$ cat src/rtl/mem_arb_pkg.sv
// mem_arb_pkg: RAM status codes, arbiter states and default widths for mem_arbiter
package mem_arb_pkg;
  typedef enum logic [1:0] {FREE, BUSY, ACCESS, ERROR} ramstate_t;
  typedef enum logic [1:0] {IDLE, DATA, INSTR} arb_state_t;
  localparam int DEF_WORD_W = 32;
  localparam int DEF_ADDR_W = 32;
endpackage

$ cat src/rtl/mem_arbiter.sv
// mem_arbiter: data-priority I/D arbiter onto a single-port RAM; ARB_STARVE_GUARD_EN adds an instruction starvation guard
module mem_arbiter
  import mem_arb_pkg::*;
#(
  parameter int WORD_W = DEF_WORD_W,
  parameter int ADDR_W = DEF_ADDR_W
`ifdef ARB_STARVE_GUARD_EN
  , parameter int STARVE_MAX = 4
`endif
) (
  input  logic              CLK,
  input  logic              RST,
  input  logic              iREN,
  input  logic [ADDR_W-1:0] iaddr,
  input  logic              dREN,
  input  logic              dWEN,
  input  logic [ADDR_W-1:0] daddr,
  input  logic [WORD_W-1:0] dstore,
  output logic              iwait,
  output logic              dwait,
  output logic [WORD_W-1:0] iload,
  output logic [WORD_W-1:0] dload,
  output logic              ramREN,
  output logic              ramWEN,
  output logic [ADDR_W-1:0] ramaddr,
  output logic [WORD_W-1:0] ramstore,
  input  logic [1:0]        ramstate,
  input  logic [WORD_W-1:0] ramload,
  output logic              mem_err
);
  arb_state_t state, nxt;
  logic dreq, pick_i, own, hit, err;
  assign dreq = dREN | dWEN;
`ifdef ARB_STARVE_GUARD_EN
  localparam int CW = $clog2(STARVE_MAX + 1);
  logic [CW-1:0] starve;
  assign pick_i = iREN & (!dreq | starve >= CW'(STARVE_MAX));
  always_ff @(posedge CLK)
    if (RST) starve <= '0;
    else if (state == IDLE && nxt == INSTR) starve <= '0;
    else if (state == IDLE && nxt == DATA && iREN) starve <= starve + 1'b1;
`else
  assign pick_i = iREN & !dreq;
`endif
  assign own = state == DATA ? dreq : iREN;
  assign hit = state != IDLE && ramstate == ACCESS;
  assign err = state != IDLE && ramstate == ERROR;
  assign iwait = !(hit && state == INSTR);
  assign dwait = !(hit && state == DATA);
  assign iload = ramload;
  assign dload = ramload;
  // every completion, error or withdrawal passes through IDLE before the next grant
  always_comb
    nxt = state == IDLE ? (pick_i ? INSTR : dreq ? DATA : IDLE)
        : (hit || err || !own) ? IDLE : state;
  always_ff @(posedge CLK) begin
    if (RST) begin
      state    <= IDLE;
      ramREN   <= 1'b0;
      ramWEN   <= 1'b0;
      ramaddr  <= '0;
      ramstore <= '0;
      mem_err  <= 1'b0;
    end else begin
      state <= nxt;
      if (state == IDLE && nxt == DATA) begin
        ramaddr  <= daddr;
        ramstore <= dstore;
        ramREN   <= dREN & !dWEN;
        ramWEN   <= dWEN;
      end else if (state == IDLE && nxt == INSTR) begin
        ramaddr <= iaddr;
        ramREN  <= 1'b1;
        ramWEN  <= 1'b0;
      end else if (nxt == IDLE) begin
        ramREN <= 1'b0;
        ramWEN <= 1'b0;
      end
      if (err) mem_err <= 1'b1;
    end
  end
endmodule

$ cat config.mk
export PLATFORM = sky130hd
export DESIGN_NAME = mem_arbiter
export DESIGN_NICKNAME = d
export VERILOG_FILES = /design/src/rtl/mem_arb_pkg.sv /design/src/rtl/mem_arbiter.sv
export SDC_FILE = /design/constraint.sdc
export NUM_CORES = 1
export LEC_CHECK = 0
export BUFFER_PORTS_ARGS = -buffer_cell sky130_fd_sc_hd__buf_4
export CAP_MARGIN = 0
export CORE_AREA = 2 2 104 106
export CTS_CLUSTER_SIZE = 12
export DETAILED_ROUTE_END_ITERATION = 6
export DIE_AREA = 0 0 106 108
export GPL_TIMING_DRIVEN = 0
export PLACE_DENSITY = 0.69
export SYNTH_ARGS = -nofsm -noshare
export SYNTH_HDL_FRONTEND = slang
export SYNTH_SLANG_ARGS = --single-unit
$ cat constraint.sdc
create_clock -name CLK -period 2.7 [get_ports CLK]
set_clock_uncertainty 0.15 [all_clocks]
set_input_delay 0.405 -clock CLK [delete_from_list [all_inputs] [get_ports CLK]]
set_output_delay 0.405 -clock CLK [all_outputs]
set_load 0.05 [all_outputs]
After elaboration in Yosys (flattened, before gate mapping)
Cells that the tools add are included.
{"block": "word_totals", "reg_bits": 69, "inputBits": 135, "out_inout_bits": 133, "word_cells": 45}
{"block": "op_classes", "n_eq_ne": 6, "muxes": 12, "n_bitwise": 3, "reduce_logical": 18}
{"operator": "32-bit two-way mux", "count": 2}
{"operator": "2-bit equality test, second input constant", "count": 4}
{"operator": "1-bit two-way mux", "count": 7}
{"operator": "1-bit logical AND", "count": 6}
{"operator": "2-bit two-way mux", "count": 3}
{"operator": "1-bit logical NOT", "count": 5}
{"operator": "2-bit by 1-bit equality test with 1-bit output, second input constant", "count": 2}
{"operator": "2-bit logical NOT", "count": 2}
{"operator": "2-bit nonzero test", "count": 2}
{"operator": "3-bit nonzero test", "count": 1}
{"operator": "1-bit AND", "count": 2}
{"operator": "1-bit logical OR", "count": 2}
{"operator": "1-bit bitwise OR", "count": 1}

Logic depth before layout (Yosys ltp)
Gate-level depths: netlist (run 1).
{"block": "logic_depth", "ltp_word": 10, "mapped_depth": 6}

Least setup slack after synthesis (run 1)
OpenSTA, ideal clock, no wires.
{"block": "synth_path", "kind": "input port to flip-flop", "start": "in dWEN", "end": "reg ramaddr[11]", "arrival_ps": 1310, "required_time_ps": 2431, "setup_slack_ps": 1121, "path_stages": 5, "path_buffers": 2, "cell_sequence": "or2_1 buf_2 o21a_4 buf_6 o221a_2"}
{"block": "synth_via", "elab_chain_cells": 9, "elab_cells_between_ends": 16, "classes_between": "eq/ne: 2; mux: 6; bitwise: 2; reduce/logical: 6"}
{"item": "from (decl)", "line_no": "mem_arbiter.sv:16", "text": "input logic dWEN,"}
{"item": "1-bit bitwise OR (*)", "line_no": "mem_arbiter.sv:33", "text": "assign dreq = dREN | dWEN;"}
{"item": "1-bit two-way mux", "line_no": "mem_arbiter.sv:45", "text": "assign own = state == DATA ? dreq : iREN;"}
{"item": "1-bit logical NOT", "line_no": "mem_arbiter.sv:55", "text": ": (hit || err || !own) ? IDLE : state;"}
{"item": "1-bit logical OR", "line_no": "mem_arbiter.sv:55"}
{"item": "2-bit two-way mux", "line_no": "mem_arbiter.sv:55"}
{"item": "2-bit two-way mux (*)", "line_no": "mem_arbiter.sv:54", "text": "nxt = state == IDLE ? (pick_i ? INSTR : dreq ? DATA : IDLE)"}
{"item": "2-bit by 1-bit equality test with 1-bit output or 2-bit equality test (tied branches)", "line_no": "mem_arbiter.sv:66, mem_arbiter.sv:71"}
{"item": "1-bit logical AND, on equally long branches", "line_no": "mem_arbiter.sv:66, mem_arbiter.sv:71"}
{"item": "32-bit two-way mux or 2-bit nonzero test (tied branches)"}
{"item": "to (signal assigned)", "line_no": "mem_arbiter.sv:67", "text": "ramaddr <= daddr;"}
{"item": "to (signal assigned)", "line_no": "mem_arbiter.sv:72", "text": "ramaddr <= iaddr;"}
{"item": "to (decl)", "line_no": "mem_arbiter.sv:25", "text": "output logic [ADDR_W-1:0] ramaddr,"}
Every way passes the cells marked *; elsewhere a longest branch is shown, timed or not.
A chain may end at the register's enable or synchronous reset.

Worst setup path in the final report (run 1)
{"block": "layout_path", "start": "reg state[0]", "end": "out dwait"}
{"block": "layout_via", "elab_chain_cells": 4, "elab_cells_between_ends": 5, "classes_between": "eq/ne: 1; reduce/logical: 4"}
{"item": "from (decl)", "line_no": "mem_arbiter.sv:31", "text": "arb_state_t state, nxt;"}
{"item": "from (signal assigned)", "line_no": "mem_arbiter.sv:65", "text": "state <= nxt;"}
{"item": "2-bit nonzero test", "line_no": "mem_arbiter.sv:46", "text": "assign hit = state != IDLE && ramstate == ACCESS;"}
{"item": "1-bit logical AND", "line_no": "mem_arbiter.sv:46"}
{"item": "1-bit logical AND (*)", "line_no": "mem_arbiter.sv:49", "text": "assign dwait = !(hit && state == DATA);"}
{"item": "1-bit logical NOT (*)", "line_no": "mem_arbiter.sv:49"}
{"item": "to (decl)", "line_no": "mem_arbiter.sv:20", "text": "output logic dwait,"}
Marked as above.

==> flow_metrics.env, run 1 <==
export IMPL_syn_area_um2=3400
export IMPL_finalPower_mw=3.32
export IMPL_vias=3739
export IMPL_critPathLaunchType="flip-flop"
export IMPL_slowest_delay_ns=0.42
export IMPL_tightest_slew_ns=0.596
export IMPL_yosysTopAreaCell="dfxtp_1"
export IMPL_p_leak_nw=2.73
export IMPL_crit_buf_inv=1
export IMPL_synth_top_family_by_area="compound AO/OA/AOI/OAI gates"
export IMPL_multi_input_area_um2=1220
export IMPL_p_sw_mw=1.22
export IMPL_ys_seq_area_frac=0.407
export IMPL_worstPathCellList="nor2b_1, nand2_1, buf_4"
export IMPL_synth_simple_gate_area_frac=0.0807
export IMPL_synth_fp_nets=522
export IMPL_status="complete, no violations"
export IMPL_first_global_vias=3607
export IMPL_final_antenna_net_count=0
export IMPL_tns_ns=0
export IMPL_p_sw_frac=0.367
export IMPL_fp_coreArea_um2=10200
export IMPL_pre_cts_ws_ns=0.634
export IMPL_wl_um=11400
export IMPL_max_freq_mhz=563
export IMPL_drv_cap=0
export IMPL_ir_drop_v=0.000240
export IMPL_portBuffers=234
export IMPL_synth_xor_area_frac=0
export IMPL_insertion_delay_ns=0.34
export IMPL_finalCritPeriodShare=0.658
export IMPL_cp_max_fo=5
export IMPL_cts_hold_buffers_added=0
export IMPL_slew_headroom=0.601
export IMPL_grt_first_pass_wirelength_um=17300
export IMPL_synth_common_cells="69 x dfxtp_1, 65 x buf_4, 34 x a31oi_1"
export IMPL_setup_worst_path_class="reg -> out"
export IMPL_critical_path_arrival_ns=1.22
export IMPL_worst_slack_ns=0.922
export IMPL_final_min_clock_period_ns=1.78
export IMPL_grt_ovfl_total=0
export IMPL_hold_start="dWEN"
export IMPL_avgSynthCellArea_um2=8.77
export IMPL_rsz0062_at_grt="false"
export IMPL_dieArea_um2=11400
export IMPL_place_hpwl_um=8930
export IMPL_cts_root_buf="clkbuf_8"
export IMPL_cts_tree="yes"
export IMPL_path_clk_slew_ns=0.08
export IMPL_hp_class="in -> reg"
export IMPL_min_to="ramREN$_SDFFE_PP0P_"
export IMPL_fin_nets=767
export IMPL_critical_path_top_delay_family="flip-flops"
export IMPL_postCtsSetupBuffers=0
export IMPL_syn_inst=387
export IMPL_numCtsBuffers=9
export IMPL_seqCellArea_um2=1380
export IMPL_reg2reg_slack_ns=0.99
export IMPL_synth_top_cell_area_share=0.407
export IMPL_seqPwrFrac=0.350
export IMPL_worstHoldPathCells=2
export IMPL_rows=37
export IMPL_clkPwrFrac=0.286
export IMPL_crit_required_ns=2.14
export IMPL_drc_errors=0
export IMPL_via_per_inst=4.84
export IMPL_synth_seq_cells=69
export IMPL_r2r_start="state[1]$_SDFF_PP0_"
export IMPL_die_height_um=108
export IMPL_dieWidth_um=106
export IMPL_synth_distinct_cells=28
export IMPL_cts_resized_gates=0
export IMPL_critical_path_slowest_cell="dfxtp_1"
export IMPL_drive_gt1_frac=0.562
export IMPL_n_fill_cell=947
export IMPL_place_gp_congestion=0.797
export IMPL_yosys_mux_area_fraction=0
export IMPL_initial_utilization=0.332
export IMPL_power_density_nw_per_um2=599
export IMPL_setup_viol=0
export IMPL_synthTopCellsByArea="dfxtp_1 41%, buf_4 14%, o221a_2 7.0%"
export IMPL_clock_path_buffers=2
export IMPL_insertedDiodeCount=0
export IMPL_wl_per_cell_um=14.8
export IMPL_antenna_found_initial=0
export IMPL_ys_flop_type="dfxtp_1"
export IMPL_dr_pass1_iters=4
export IMPL_synthAdderAreaFrac=0
export IMPL_p_int_mw=2.10
export IMPL_report_final_slew_viol_count=0
export IMPL_combPwrFrac=0.364
export IMPL_area_growth_pct=63.3
export IMPL_first_iter_violations=216
export IMPL_rr_worst_depth=5
export IMPL_synth_edf_count=0
export IMPL_synthArstFlopShare=0
export IMPL_cts_sinks=69
export IMPL_ys_warn_count=0
export IMPL_rr_endpoint="ramstore[13]$_SDFFE_PP0N_"
export IMPL_end_kind="output pin"
export IMPL_num_io_pins=268
export IMPL_grt_max_degree=13
export IMPL_synth_compound_area_share=0.278
export IMPL_htree_levels=3
export IMPL_hold_viol=0
export IMPL_synth_most_common_cell="dfxtp_1"
export IMPL_track_usage=0.189
-- registers in the layout, summed over array words and instances, names as in the netlist --
name	flops
ramaddr	32
ramstore	32
state	2
mem_err	1
ramREN	1
ramWEN	1
-- how the worst max path moves through the flow --
stage | slack [ns] | start | to | cells past startpoint
after floorplan | 1.12 | dWEN | ramaddr[11]$_SDFFE_PP0P_ | 5
after global placement | 0.66 | dWEN | ramaddr[3]$_SDFFE_PP0P_ | 5
after detailed placement | 0.63 | dWEN | ramaddr[3]$_SDFFE_PP0P_ | 5
after CTS | 0.90 | state[1]$_SDFF_PP0_ | dwait | 4
after global routing | 0.81 | state[0]$_SDFF_PP0_ | dwait | 3
final | 0.92 | state[0]$_SDFF_PP0_ | dwait | 3
-- power groups by stage --
stage          logic, mW  clock network (mW)  registers [mW]
2_1_floorplan      0.499                   0            1.49
3_3_place_gp        1.21                   0            1.18
3_5_place_dp        1.22                   0            1.18
4_1_cts             1.22               0.970            1.16
5_1_grt             1.27                1.02            1.17
6_report            1.21               0.950            1.16
-- final cells by class --
class	count	share of cell area
Tap cell	136	0.0307
Clock buffer	10	0.0248
Buffer	100	0.121
Inverter	33	0.0223
Timing Repair Buffer	234	0.317
Multi-Input combinational cell	185	0.219
Sequential cell	69	0.249
Clock inverter	6	0.0156
-- through the flow --
step	util	std cells	hold WS [ns]	cell area, um2
4_1_cts	0.542	773	0.133	5550
3_3_place_gp	0.520	757	0.299	5320
6_report	0.542	773	0.144	5550
2_1_floorplan	-	387	0.362	3400
3_5_place_dp	0.520	757	0.317	5320
5_1_grt	0.542	773	0.137	5550
-- per-layer routing --
layer | vias up | share of wire | global-route usage
met5 | - | 0 | 0
met4 | 0 | 0.022 | 0.0686
met3 | 22 | 0.095 | 0.0597
met2 | 208 | 0.50 | 0.333
met1 | 1697 | 0.39 | 0.217
li1 | 1812 | - | -
-- logic make-up after synthesis --
| family | Yosys count |
|---|---|
| buffers and inverters | 133 |
| AND/OR/NAND/NOR | 49 |
| AO/OA/AOI/OAI | 136 |
| flip-flops | 69 |
-- cell usage in the layout, fill, tap and decap left out, drive strengths merged --
master,synthesis,final
clkinvlp,0,1
a22oi,1,1
nand2,2,2
or3,1,1
a31oi,34,34
dfxtp,69,69
buf,85,319
o21ai,33,33
a21oi,33,33
nor2,3,3
inv,33,33
nand4b,1,1
or2,2,2
o21a,1,1
o32ai,1,1
nand3,33,33
nor2b,3,3
o221a,32,32
bufinv,0,2
clkinv,0,3
or3b,1,1
nand3b,2,2
nor3b,1,1
clkbuf,15,25
o41ai,1,1
No activity file was read; power rests on OpenSTA's default activity.
==> inputs of run 2 (changes only) <==
--- a/config.mk
+++ b/config.mk
@@ -12,7 +12,7 @@
 export DETAILED_ROUTE_END_ITERATION = 6
 export DIE_AREA = 0 0 106 108
 export GPL_TIMING_DRIVEN = 0
-export PLACE_DENSITY = 0.69
+export PLACE_DENSITY = 0.72
 export SYNTH_ARGS = -nofsm -noshare
 export SYNTH_HDL_FRONTEND = slang
 export SYNTH_SLANG_ARGS = --single-unit
==> constraint.sdc (replaced) <==
create_clock -name CLK -period 1.5 [get_ports CLK]
set_clock_uncertainty 0.15 [all_clocks]
set_input_delay 0.225 -clock CLK [delete_from_list [all_inputs] [get_ports CLK]]
set_output_delay 0.225 -clock CLK [all_outputs]
set_load 0.05 [all_outputs]
==> run 2 against run 1 <==
Net effect: routed wire length rose by 7.4%; die area did not move; final cell count rose by 6.6%; power up 79%; critical path depth unchanged; cell area up 9.7%; critical endpoint unchanged; hold slack worse by 0.13 ns.
==> flow_metrics.env, run 2 (synthesized netlist as in run 1, its figures left out) <==
export IMPL_rsz0062_at_grt="true"
export IMPL_slew_headroom=0.666
export IMPL_seqCellArea_um2=1390
export IMPL_cts_root_buf="clkbuf_8"
export IMPL_initial_utilization=0.332
export IMPL_finalPower_mw=5.94
export IMPL_crit_required_ns=1.12
export IMPL_place_hpwl_um=8930
export IMPL_finalCritPeriodShare=0.990
export IMPL_report_final_slew_viol_count=0
export IMPL_wl_per_cell_um=14.9
export IMPL_first_global_vias=3886
export IMPL_via_per_inst=4.82
export IMPL_setup_worst_path_class="reg -> out"
export IMPL_area_growth_pct=79.1
export IMPL_final_common_cell="buf_4"
export IMPL_design_area_um2=6080
export IMPL_num_io_pins=268
export IMPL_path_clk_slew_ns=0.08
export IMPL_hold_viol=0
export IMPL_dieWidth_um=106
export IMPL_clock_path_buffers=2
export IMPL_end_kind="output pin"
export IMPL_reg_largest_list="ramaddr (32), ramstore (32), state (2)"
export IMPL_htree_levels=3
export IMPL_dieArea_um2=11400
export IMPL_cts_tree="yes"
export IMPL_power_density_nw_per_um2=977
export IMPL_multi_input_area_um2=1240
export IMPL_track_usage=0.203
export IMPL_cts_sinks=69
export IMPL_critPathLaunchType="flip-flop"
export IMPL_cp_max_fo=5
export IMPL_layout_common_cells="305 x buf_4, 67 x dfxtp_1, 48 x dlygate4sd3_1"
export IMPL_ir_drop_v=0.000496
export IMPL_drc_errors=0
export IMPL_numCtsBuffers=9
export IMPL_critical_path_arrival_ns=1.11
export IMPL_p_leak_nw=2.96
export IMPL_grt_max_degree=12
export IMPL_grt_ovfl_total=0
export IMPL_vias=3969
export IMPL_drv_cap=0
export IMPL_dr_pass1_iters=5
export IMPL_die_height_um=108
export IMPL_fin_worst_hold_slack_ns=0.0115
export IMPL_fp_coreArea_um2=10200
export IMPL_rows=37
export IMPL_status="complete, no violations"
export IMPL_first_iter_violations=207
export IMPL_wl_um=12300
export IMPL_placed_area_um2=5320
export IMPL_hp_class="in -> reg"
export IMPL_antenna_found_initial=0
export IMPL_n_fill_cell=886
export IMPL_setup_viol=0
export IMPL_fin_nets=817
export IMPL_portBuffers=234
export IMPL_place_gp_congestion=0.824
export IMPL_final_min_clock_period_ns=1.49
export IMPL_tightest_slew_ns=0.501
export IMPL_final_antenna_net_count=0
export IMPL_max_freq_mhz=673
export IMPL_drive_gt1_frac=0.539
export IMPL_insertion_delay_ns=0.34
export IMPL_grt_first_pass_wirelength_um=18500
[run 2: cell types whose count changed in the layout (fill, tap and decap cells not counted), sizes merged]
cell	delta
diode	+1
dlygate4sd3	+48
clkinv	-1
clkbuf	+3
buf	+1
bufinv	-1
[run 2: per-stage QoR]
stage / TNS, ns / setup slack (ns) / utilization / instances
2_1_floorplan: 0 / 0.0877 / - / 387
3_3_place_gp: -16.44 / -0.355 / 0.520 / 757
3_5_place_dp: -16.95 / -0.343 / 0.520 / 757
4_1_cts: 0 / 0.00844 / 0.589 / 821
5_1_grt: -0.0438 / -0.0387 / 0.594 / 823
6_report: 0 / 0.0149 / 0.594 / 824
[run 2: layout make-up]
class | instances | area share
Timing Repair Buffer | 285 | 0.372
Sequential cell | 69 | 0.228
Multi-Input combinational cell | 185 | 0.204
Buffer | 99 | 0.115
Tap cell | 136 | 0.0280
Clock buffer | 12 | 0.0239
Inverter | 33 | 0.0204
Clock inverter | 4 | 0.00782
Antenna cell | 1 | 0.000411
[run 2: final timing paths]
check                            from  slack, ns  cells after the start                        end
min                          iaddr[4]       0.01                      2    ramaddr[4]$_SDFFE_PP0P_
max reg2reg       state[1]$_SDFF_PP0_       0.05                      4  ramstore[23]$_SDFFE_PP0N_
max               state[0]$_SDFF_PP0_       0.01                      3                      dwait
min reg2reg  ramstore[9]$_SDFFE_PP0N_       0.33                      2   ramstore[9]$_SDFFE_PP0N_
[run 2: critical path: stages, from the launching register on]
cell     delay (ns)
dfxtp_4        0.38
nor2b_2        0.16
nand2_1        0.08
buf_6          0.15
[run 2: what timing repair did]
action / 4_1_cts / 5_1_grt
endpoints found under the setup margin: 64 / 42
gates resized for setup: 14 / 26
endpoints found under the hold margin: 46 / 2
buffers inserted: 3 / 0
pin swaps: 1 / 0
hold buffers: 46 / 2
[run 2: routing by layer]
layer	GRT usage	up-vias	routed length, um	share of wire
li1	-	1909	-	-
met1	0.230	1820	4850	0.40
met2	0.367	214	6150	0.50
met3	0.0500	26	1010	0.082
met4	0.0771	0	253	0.021
met5	0	-	0	0
[run 2: report_power, final]
group	internal (mW)	switching, mW	total (mW)
sequential	2.00	0.0953	2.09
combinational	0.924	1.41	2.33
clock	0.810	0.708	1.52
total	3.73	2.21	5.94
==> inputs of run 3 (changes only) <==
--- a/config.mk
+++ b/config.mk
@@ -7,12 +7,13 @@
 export LEC_CHECK = 0
 export BUFFER_PORTS_ARGS = -buffer_cell sky130_fd_sc_hd__buf_4
 export CAP_MARGIN = 0
-export CORE_AREA = 2 2 104 106
+export CORE_AREA = 2 2 105 107
+export CTS_BUF_LIST = sky130_fd_sc_hd__clkbuf_2
 export CTS_CLUSTER_SIZE = 12
 export DETAILED_ROUTE_END_ITERATION = 6
-export DIE_AREA = 0 0 106 108
+export DIE_AREA = 0 0 107 109
 export GPL_TIMING_DRIVEN = 0
-export PLACE_DENSITY = 0.72
+export PLACE_DENSITY = 0.71
 export SYNTH_ARGS = -nofsm -noshare
 export SYNTH_HDL_FRONTEND = slang
 export SYNTH_SLANG_ARGS = --single-unit
==> run 3 against run 2 <==
Net effect: the flow now finishes with violations (negative setup slack); core utilization is 8.8 points higher; sequential share of layout area fell by 2.5 points; cell area is 19% higher; combinational power rose by 19%; register-to-register slack got worse by 0.19 ns; flip-flop and latch count stayed put; critical path depth is the same; clock power fell by 44%; power decreased by 2.5%; maximum frequency shrank 10%; die area is 1.9% higher; largest power group unchanged.
==> flow_metrics.env, run 3 (synthesized netlist as in run 1, its figures left out) <==
export IMPL_status="finished, violations left"
export IMPL_violations="negative setup slack"
export IMPL_first_global_vias=4166
export IMPL_antenna_found_initial=0
export IMPL_fp_coreArea_um2=10600
export IMPL_fin_nets=882
export IMPL_hold_start="dREN"
export IMPL_die_height_um=109
export IMPL_worst_slack_ns=-0.156
export IMPL_rr_endpoint="ramaddr[3]$_SDFFE_PP0P_"
export IMPL_ir_drop_v=0.000402
export IMPL_rows=38
export IMPL_setup_worst_path_class="reg -> out"
export IMPL_wl_met1_um=5290
export IMPL_routed_wl_met3_um=1000
export IMPL_finalCritPeriodShare=1.10
export IMPL_first_iter_violations=169
export IMPL_final_min_clock_period_ns=1.66
export IMPL_place_gp_congestion=0.741
export IMPL_min_to="state[1]$_SDFF_PP0_"
export IMPL_drc_errors=0
export IMPL_critPathLaunchType="flip-flop"
export IMPL_r2r_start="state[1]$_SDFF_PP0_"
export IMPL_top_layer="met4"
export IMPL_cp_max_fo=4
export IMPL_clkPwrFrac=0.148
export IMPL_worstHoldPathCells=4
export IMPL_max_freq_mhz=604
export IMPL_num_io_pins=268
export IMPL_insertedDiodeCount=0
export IMPL_final_antenna_net_count=0
export IMPL_cts_tree="yes"
export IMPL_grt_first_pass_wirelength_um=20200
export IMPL_hp_class="in -> reg"
export IMPL_p_sw_frac=0.400
export IMPL_crit_required_ns=1.12
export IMPL_wl_per_cell_um=16.9
export IMPL_finalPower_mw=5.79
export IMPL_portBuffers=234
export IMPL_path_clk_slew_ns=0.19
export IMPL_wl_um=15000
export IMPL_seqPwrFrac=0.374
export IMPL_drive_gt1_frac=0.623
export IMPL_area_growth_pct=113
export IMPL_track_usage=0.223
export IMPL_p_int_mw=3.47
export IMPL_reg_largest_list="ramaddr (32), ramstore (32), state (2)"
export IMPL_slew_headroom=0.511
export IMPL_pre_cts_ws_ns=-0.385
export IMPL_p_sw_mw=2.32
export IMPL_rsz0062_at_grt="true"
export IMPL_dr_pass1_iters=4
export IMPL_clock_path_buffers=2
export IMPL_setup_viol=40
export IMPL_critical_path_arrival_ns=1.28
export IMPL_initial_utilization=0.320
export IMPL_cts_root_buf="clkbuf_2"
export IMPL_insertion_delay_ns=0.50
export IMPL_reg2reg_slack_ns=-0.14
export IMPL_via_per_inst=4.85
export IMPL_hold_viol=0
export IMPL_vias=4324
export IMPL_power_density_nw_per_um2=800
export IMPL_dieArea_um2=11700
export IMPL_layout_common_cells="239 x buf_4, 101 x dlygate4sd3_1, 73 x buf_6"
export IMPL_final_common_cell="buf_4"
export IMPL_p_leak_nw=3.36
export IMPL_end_kind="output pin"
export IMPL_report_final_slew_viol_count=0
export IMPL_rr_worst_depth=7
export IMPL_combPwrFrac=0.478
export IMPL_utilization=0.683
export IMPL_grt_ovfl_total=0
export IMPL_htree_levels=3
export IMPL_dieWidth_um=107
export IMPL_drv_cap=0
export IMPL_cts_sinks=69
export IMPL_place_hpwl_um=9170
export IMPL_dr_wl_met2_um=8220
export IMPL_grt_max_degree=11
export IMPL_numCtsBuffers=9
export IMPL_tightest_slew_ns=0.734
[run 3: changes by cell type in the layout (fill, tap and decap cells not counted), sizes merged]
| cell | change |
|---|---|
| clkinvlp | -1 |
| buf | +15 |
| clkbuf | -4 |
| dlygate4sd3 | +53 |
| bufinv | -1 |
| clkinv | +2 |
| diode | -1 |
[run 3: critical path, cell delays in order (launching register included)]
cell	delay, ns
dfxtp_4	0.40
nor2b_4	0.16
nand2_2	0.07
buf_6	0.16
[run 3: area by class of cell]
cell class / instances / area, um2
inverters: 33 / 124
fillers: 780 / 3360
plain buffers: 99 / 759
well taps: 140 / 175
clock buffers: 11 / 55.1
clock inverters: 4 / 16.3
multi-input cells: 185 / 1410
flip-flops and latches: 69 / 1470
repair buffers: 350 / 3230
[run 3: how the worst max path moves through the flow]
stage	to	startpoint
2_1_floorplan	ramREN$_SDFFE_PP0P_	ramREN$_SDFFE_PP0P_
3_3_place_gp	ramaddr[26]$_SDFFE_PP0P_	dWEN
3_5_place_dp	ramaddr[26]$_SDFFE_PP0P_	dWEN
4_1_cts	dwait	state[1]$_SDFF_PP0_
5_1_grt	dwait	state[0]$_SDFF_PP0_
6_report	dwait	state[0]$_SDFF_PP0_
[run 3: what timing repair did]
item                                   CTS  global route
endpoints found under the hold margin   69             0
hold buffers                           101             0
resized for setup                       33           215
gates cloned                             0             2
setup endpoints to repair               75           126
pin swaps                                3            12
setup buffers                            7             6
[run 3: metrics by stage]
step           area (um2)  instances  hold slack, ns  setup TNS [ns]
2_1_floorplan        3400        387           0.182               0
3_3_place_gp         5330        761           0.301          -16.26
3_5_place_dp         5330        761           0.311          -18.04
4_1_cts              6550        883          0.0190          -0.822
5_1_grt              7240        891          0.0403           -5.49
6_report             7240        891          0.0763           -2.79
[run 3: power by group through the flow]
stage | Sequential, mW | Clock [mW] | Combinational (mW)
after floorplan | 2.67 | 0 | 0.899
after global placement | 2.12 | 0 | 2.18
after detailed placement | 2.13 | 0 | 2.20
after CTS | 2.09 | 0.876 | 2.46
after global routing | 2.18 | 0.949 | 2.89
final | 2.17 | 0.858 | 2.77
[run 3: layer usage]
metal  GRT usage  up-vias
li1            -     2049
met1       0.226     2005
met2       0.429      220
met3      0.0580       50
met4      0.0983        0
met5           0        -
